`src/rtl/aggregating_pipeline_feeder.sv`:
```
// aggregating_pipeline_feeder: streams bot 6-packs into an aggregatingPermutePipeline and
// returns its per-batch results tagged with batch ids. Define FEEDER_STATS_EN for statistics counters.
module aggregating_pipeline_feeder #(
    parameter int PCOUNT_W        = 35,
    parameter int RESULT_LATENCY  = 2,
    parameter int MAX_OUTSTANDING = 64
) (
    input  logic                            clk,
    input  logic                            rst,
    input  logic [127:0]                    inBot,
    input  logic [5:0]                      inValidPermutes,
    input  logic                            inLast,
    input  logic                            inValid,
    output logic                            inReady,
    output logic [127:0]                    bot,
    output logic [5:0]                      validBotPermutes,
    output logic                            batchDone,
    output logic                            writeData,
    input  logic                            slowDownInput,
    input  logic                            resultsAvailable,
    output logic                            grabResults,
    input  logic [PCOUNT_W+34:0]            pcoeffSum,
    input  logic [PCOUNT_W-1:0]             pcoeffCount,
    output logic                            resValid,
    input  logic                            resReady,
    output logic [PCOUNT_W+34:0]            resSum,
    output logic [PCOUNT_W-1:0]             resCount,
    output logic [15:0]                     resBatchId,
`ifdef FEEDER_STATS_EN
    output logic [31:0]                     statBotsWritten,
    output logic [31:0]                     statStallCycles,
    output logic [31:0]                     statBatchesDone,
`endif
    output logic [$clog2(MAX_OUTSTANDING):0] outstanding
);

    localparam int OUT_W = $clog2(MAX_OUTSTANDING) + 1;
    localparam int LAT_W = (RESULT_LATENCY > 1) ? $clog2(RESULT_LATENCY) : 1;
    localparam logic [OUT_W-1:0] MAX_OUT  = OUT_W'(MAX_OUTSTANDING);
    localparam logic [LAT_W-1:0] LAT_LOAD = LAT_W'(RESULT_LATENCY - 1);

    typedef enum logic [1:0] {R_IDLE, R_WAIT, R_HOLD} rstate_t;

    rstate_t          r_state;
    logic [LAT_W-1:0] r_latCnt;
    logic [15:0]      r_wrBatchId;
    logic [15:0]      r_rdBatchId;
    logic             w_accept;
    logic             w_close;
    logic             w_grabStart;

    assign inReady     = !slowDownInput && (outstanding < MAX_OUT);
    assign w_accept    = inValid && inReady;
    assign w_close     = w_accept && inLast;
    assign w_grabStart = (r_state == R_IDLE) && resultsAvailable && (outstanding != '0) && !resValid;

    // Bots with no valid permutes are swallowed unless they close the batch.
    always_ff @(posedge clk or posedge rst) begin
        if (rst) begin
            bot              <= '0;
            validBotPermutes <= '0;
            writeData        <= 1'b0;
            batchDone        <= 1'b0;
        end else begin
            writeData <= w_accept && ((|inValidPermutes) || inLast);
            batchDone <= w_close;
            if (w_accept) begin
                bot              <= inBot;
                validBotPermutes <= inValidPermutes;
            end
        end
    end

    always_ff @(posedge clk or posedge rst) begin
        if (rst) begin
            outstanding <= '0;
            r_wrBatchId <= '0;
        end else begin
            if (w_close) begin
                r_wrBatchId <= r_wrBatchId + 16'd1;
            end
            case ({w_close, w_grabStart})
                2'b10:   outstanding <= outstanding + OUT_W'(1);
                2'b01:   outstanding <= outstanding - OUT_W'(1);
                default: outstanding <= outstanding;
            endcase
        end
    end

    // The grab cycle itself is not counted; the countdown covers the FIFO read latency after it.
    always_ff @(posedge clk or posedge rst) begin
        if (rst) begin
            r_state     <= R_IDLE;
            r_latCnt    <= '0;
            r_rdBatchId <= '0;
            grabResults <= 1'b0;
            resValid    <= 1'b0;
            resSum      <= '0;
            resCount    <= '0;
            resBatchId  <= '0;
        end else begin
            grabResults <= 1'b0;
            case (r_state)
                R_IDLE: begin
                    if (w_grabStart) begin
                        grabResults <= 1'b1;
                        r_latCnt    <= LAT_LOAD;
                        r_state     <= R_WAIT;
                    end
                end
                R_WAIT: begin
                    if (!grabResults) begin
                        if (r_latCnt != '0) begin
                            r_latCnt <= r_latCnt - LAT_W'(1);
                        end else begin
                            resSum      <= pcoeffSum;
                            resCount    <= pcoeffCount;
                            resBatchId  <= r_rdBatchId;
                            r_rdBatchId <= r_rdBatchId + 16'd1;
                            resValid    <= 1'b1;
                            r_state     <= R_HOLD;
                        end
                    end
                end
                R_HOLD: begin
                    if (resReady) begin
                        resValid <= 1'b0;
                        r_state  <= R_IDLE;
                    end
                end
                default: r_state <= R_IDLE;
            endcase
        end
    end

`ifdef FEEDER_STATS_EN
    always_ff @(posedge clk or posedge rst) begin
        if (rst) begin
            statBotsWritten <= '0;
            statStallCycles <= '0;
            statBatchesDone <= '0;
        end else begin
            if (writeData && (statBotsWritten != 32'hFFFF_FFFF)) begin
                statBotsWritten <= statBotsWritten + 32'd1;
            end
            if (inValid && !inReady && (statStallCycles != 32'hFFFF_FFFF)) begin
                statStallCycles <= statStallCycles + 32'd1;
            end
            if (resValid && resReady && (statBatchesDone != 32'hFFFF_FFFF)) begin
                statBatchesDone <= statBatchesDone + 32'd1;
            end
        end
    end
`endif

endmodule

```
`config.mk`:
```
export PLATFORM = sky130hd
export DESIGN_NAME = aggregating_pipeline_feeder
export DESIGN_NICKNAME = d
export VERILOG_FILES = /design/src/rtl/aggregating_pipeline_feeder.sv
export SDC_FILE = /design/constraint.sdc
export NUM_CORES = 1
export LEC_CHECK = 0
export CAP_MARGIN = 10
export CELL_PAD_IN_SITES_DETAIL_PLACEMENT = 2
export CELL_PAD_IN_SITES_GLOBAL_PLACEMENT = 2
export CORE_MARGIN = 2
export CORE_UTILIZATION = 25
export CTS_BUF_LIST = sky130_fd_sc_hd__clkbuf_4
export DETAILED_ROUTE_END_ITERATION = 10
export HOLD_SLACK_MARGIN = 0.02
export PLACE_DENSITY = 0.79
export SYNTH_ARGS = -nofsm -noshare
export SYNTH_HDL_FRONTEND = slang
export SYNTH_SLANG_ARGS = --single-unit
export TNS_END_PERCENT = 5
```
`constraint.sdc`:
```
create_clock -name clk -period 11.09 [get_ports clk]
set_input_delay 2.218 -clock clk [delete_from_list [all_inputs] [get_ports clk]]
set_output_delay 2.218 -clock clk [all_outputs]
set_load 0.02 [all_outputs]
```
# Yosys cells after proc, flatten, opt, wreduce, memory -nomap -nowiden
# Cells that the tools add are included.
# W data, S select, Z words.
# totals
ram_bits,0
romBits,0
regBits,285
in_bits,246
out_inout_bits,267
mem_count,0
latch_bits,0
# op_classes
mul,0
bitwise,2
shift,0
n_eq_ne,8
reduce_logical,20
n_lt_le_gt_ge,1
muxes,16
div_mod_pow,0
addsub,4
# op_table
op,n
$add A16 B1 Y16 const B,1
$pmux W7 S2,1
$mux W1,8
$mux W2,4
$ne A2 B2 Y1 const B,4
$reduce_and A4 Y1,2
$add A7 B1 Y7 const B,1
$logic_and A1 B1 Y1,7
$lt A7 B7 Y1 const B,1
$reduce_bool A7 Y1,1
$sub A7 B1 Y7 const B,1
$pmux W2 S3,1
$reduce_and A3 Y1,2
$reduce_bool A2 Y1,3
$reduce_or A6 Y1,1
$eq A2 B1 Y1 const B,2
$eq A2 B2 Y1 const B,2
$pmux W1 S2,2
$logic_not A1 Y1,2
$logic_not A2 Y1,1
$not A1 Y1,2
$logic_or A1 B1 Y1,1
$sub A1 B1 Y1 const B,1

# Longest topological paths before layout
# logic_depth
word_depth,6
depth_mapped,13

# Worst setup path after synthesis
# OpenSTA, ideal clock, no wires.
# synth_path
path_type,input port to flip-flop
from,input port slowDownInput
to,register outstanding[5]
path_slack_ps,6203
arrival_ps,4817
stages,12
path_buffers,3
t_required_ps,11020
setup_time_ps,70
cell_sequence,nor2_1 -> and2_1 -> buf_2 -> buf_2 -> buf_2 -> nand2_1 -> ha_1 -> ha_1 -> a21o_1 -> a31o_2 -> a2111oi_0 -> nand3b_1
# synth_between
elab_chain_cells,6
elab_cells_between_ends,8
classes_between,2 x eq/ne; 1 x mux; 5 x reduce/logical
# synth_lines
item,line,rtl
start: declaration,19,"input logic slowDownInput,"
$logic_not A1 Y1 *,52,assign inReady = !slowDownInput && (outstanding < MAX_OUT);
$logic_and A1 B1 Y1 *,52,
$logic_and A1 B1 Y1 *,53,assign w_accept = inValid && inReady;
$logic_and A1 B1 Y1 *,54,assign w_close = w_accept && inLast;
$eq A2 B1 Y1 or $eq A2 B2 Y1 (tied branches),82,"case ({w_close, w_grabStart})"
$pmux W7 S2 or $reduce_bool A2 Y1 (tied branches),-,
end signal: assignment,83,2'b10: outstanding <= outstanding + OUT_W'(1);
end signal: assignment,84,2'b01: outstanding <= outstanding - OUT_W'(1);
end signal: assignment,85,default: outstanding <= outstanding;
end: declaration,34,output logic [$clog2(MAX_OUTSTANDING):0] outstanding
# Mark *: on every way between the ends. The rest lies on a longest branch, timed or not.
# A chain may end at the register's enable or synchronous reset.

# Worst setup path after layout
# layout_path
from,input port slowDownInput
to,output port inReady
# layout_between
elab_chain_cells,2
# layout_lines
item,line,rtl
$logic_not A1 Y1,52,
$logic_and A1 B1 Y1,52,
end: declaration,14,"output logic inReady,"
# No other way between the ends.

==> summary.md <==
| Metric | Value |
|---|---|
| Status | `finished clean` |
| Setup Buffers After CTS | `0` |
| DR pass1 iterations | `4` |
| Critical path required time | `between 8 and 9 ns` |
| Post-DP HPWL | `31,820 um` |
| Post-synth cell types | `48` |
| Post-synth top flop | `dfrtp_1` |
| Fmax | `177.8 MHz` |
| Final RePlAce weighted congestion | `0.7852` |
| Htree depth | `3` |
| Hold path cells | `2` |
| # rows | `between 70 and 80` |
| RSZ-0062 raised after global routing | `false` |
| # setup viols final | `0` |
| Setup CP Type | `in -> out` |
| Area of the multi-input gates | `between 3000 and 4000 um2` |
| Worst r2r src | `outstanding[6]$_DFFE_PP0P_` |
| PortBufs | `512` |
| #FFs+latches synth | `285` |
| Sequential Area | `between 7000 and 8000 um2` |
| Clk_skew | `around 0.032 ns` |
| Clk pin slew, worst setup/hold paths | `0.06 ns` |
| Max IR drop VDD | `around 65 uV` |
| CTS tree | `done` |
| Critical Path Start Type | `primary input` |
| Pin count of the biggest net entering global routing | `109` |
| Post-synthesis sequential area ratio | `0.6491` |
| Dpl cells | `roughly 2k` |
| Initial DRC count | `about 350` |
| Yosys top cell area share | `0.6491` |
| Maxcap violations | `0` |
| Leakage power | `around 7.7 nW` |
| Initial antenna violation count | `15` |
| Power Density | `169.3 nW/um2` |
| Fill cells | `4,578` |
| Post-Layout Cell Count | `about 2.2k` |
| Reg-to-reg endpoint | `outstanding[5]$_DFFE_PP0P_` |
| Die area | `around 46,000 um2` |
| Setup TNS | `0 ns` |
| Crit-path max FO | `2` |
| Core area | `around 43,000 um2` |
| Starting density of the core | `0.2539` |
| I/O pins | `513` |
| Share of flip-flops with an asynchronous set or reset | `1.000` |
| DR DRC count | `0` |
| Mapped cell area | `10,990 um2` |
| TritonCTS Buffers | `between 80 and 90` |
| Worst Hold Launch | `resCount[21]$_DFFE_PP0P_` |
| First-pass GRT wire length | `between 60,000 and 70,000 um` |
| Vias per inst | `4.372` |
| CP endpoint kind | `output port` |
| Total gr overflow | `0` |
| Post-CTS Hold Fix Bufs | `0` |
| Arrival @ worst endpoint | `between 3 and 4 ns` |
| Hold slack | `between 0.4 and 0.5 ns` |
| Final setup margin | `around 5.5 ns` |
| ANT nets after route | `0` |
| All-Layer GR Usage | `0.1890` |
| Fin crit share | `0.5071` |
| WHS Endpoint | `resCount[21]$_DFFE_PP0P_` |
| Vias | `roughly 9.4k` |
| # nets final | `between 1.5k and 2k` |
| Fin crit period | `about 5.6 ns` |
| Post-synth net total | `about 1.2k` |
| Final Max Tran Viols | `0` |
| Reg2Reg Depth | `9` |
| Final Hold Fails | `0` |
| WL final | `43,880 um` |
| Cell count after synthesis | `between 900 and 1k` |
| Die width | `~210 um` |
| DP Worst Slack | `5.476 ns` |
| Post-cts resize count | `0` |
| DR WL/cell | `between 20 and 25 um` |
| Fraction of layout cells with a size suffix above 1 | `0.1811` |
| Flop-to-flop setup slack | `about 7.6 ns` |
| Max clock buf depth | `3` |
| Post-synth top area cell | `dfrtp_1` |
| Syn_area_per_cell | `11.75 um2` |
| CTS Sinks | `~290` |
| Slew HR | `0.3631` |
| Number of synthesized flops with an enable pin | `0` |
| Post-Route Utilization | `0.4126` |
| Vias in the first global route | `about 11k` |
| Die Ht | `roughly 210 um` |
| Critical path origin | `slowDownInput` |
| Worst Hold Class | `reg -> reg` |
| Area delta synth->final | `62.50%` |
| Root Buffer | `clkbuf_4` |
| Worst-skew pair later-pin latency | `0.76 ns` |
| Top area cells in the synthesized netlist | `dfrtp_1 (65%), mux2_2 (14%), nand2_1 (13%)` |
| Slew @ Worst Pin | `0.9554 ns` |
| Warnings, synthesis | `0` |
[power breakdown]
part           switching [mW]  leakage (nW)  internal, mW
registers              0.0817          3.12          1.16
clock network           0.484         0.649         0.560
logic                   0.351          3.96         0.385
[cells by family after synthesis]
logic type | Yosys count | share of synthesized area
xor+xnor | 19 | 0.01583
flops | 285 | 0.6491
fa+ha+maj | 8 | 0.009794
mux | 135 | 0.1383
simple gates | 414 | 0.1526
compound gates | 23 | 0.01446
buf+inv | 51 | 0.01993
[how the worst max path moves through the flow]
stage                                to  slack (ns)  cells after the start
detailed placement              inReady        5.48                      3
finish                          inReady        5.47                      3
global placement                inReady        5.52                      3
floorplan           batchDone$_DFF_PP0_        1.01                      1
global route                    inReady        5.43                      3
CTS                             inReady        5.47                      3
[metal layers]
metal | up-vias | track usage | part of all wire
met5 | - | 0 | 0.00093
met4 | 6 | 0.1058 | 0.040
met3 | 114 | 0.07264 | 0.083
met2 | 347 | 0.3436 | 0.54
met1 | 4748 | 0.1831 | 0.34
li1 | 4224 | - | -
[cells in the final DEF (no fill, tap or decap), types with 5 or more instances in the layout]
cell and n:
ha_1 7, buf_4 8, clkinv_1 21, clkbuf_4 125, nand3_1 5, o21ai_0 5
xor2_1 5, inv_1 7, xnor2_1 13, nand2_1 377, clkdlybuf4s50_1 512, nor2_1 5
diode_2 11, dfrtp_1 285, mux2_2 134
[cells in the mapped netlist, types with 3 or more instances]
library cell / n
nand3_1: 5
buf_2: 19
o21ai_0: 5
a21oi_1: 3
nand2_1: 377
xor2_1: 5
ha_1: 7
mux2_2: 134
a21o_1: 3
clkbuf_1: 20
xnor2_1: 13
dfrtp_1: 285
nor3_1: 3
inv_1: 8
nand4_1: 3
nor2_1: 5
buf_1: 3
[worst max-delay path: stages]
cell,delay (ns)
clkdlybuf4s50_1,0.40
nor2_1,0.15
clkdlybuf4s50_1,0.63
[area by class of cell]
| class | count | area share |
|---|---|---|
| Tap cell | 585 | 0.04100 |
| Clock inverter | 26 | 0.008410 |
| Timing Repair Buffer | 520 | 0.2904 |
| Inverter | 8 | 0.002102 |
| Multi-Input combinational cell | 599 | 0.2045 |
| Antenna cell | 11 | 0.001542 |
| Clock buffer | 125 | 0.05256 |
| Sequential cell | 285 | 0.3995 |
[per-stage QoR]
| stage | instance area, um2 | total power [mW] |
|---|---|---|
| after floorplan | 10990 | 1.562 |
| after global placement | 16740 | 1.966 |
| after detailed placement | 16740 | 2.000 |
| after CTS | 17830 | 3.087 |
| after global routing | 17850 | 3.182 |
| final | 17850 | 3.022 |
[registers in the layout (all words and copies together), names as in the netlist, 2 cells and up]
name	count
bot	128
r_rdBatchId	16
resCount	35
resSum	70
validBotPermutes	6
r_state	2
resBatchId	16
outstanding	7
(Power assumes the default switching activity.)
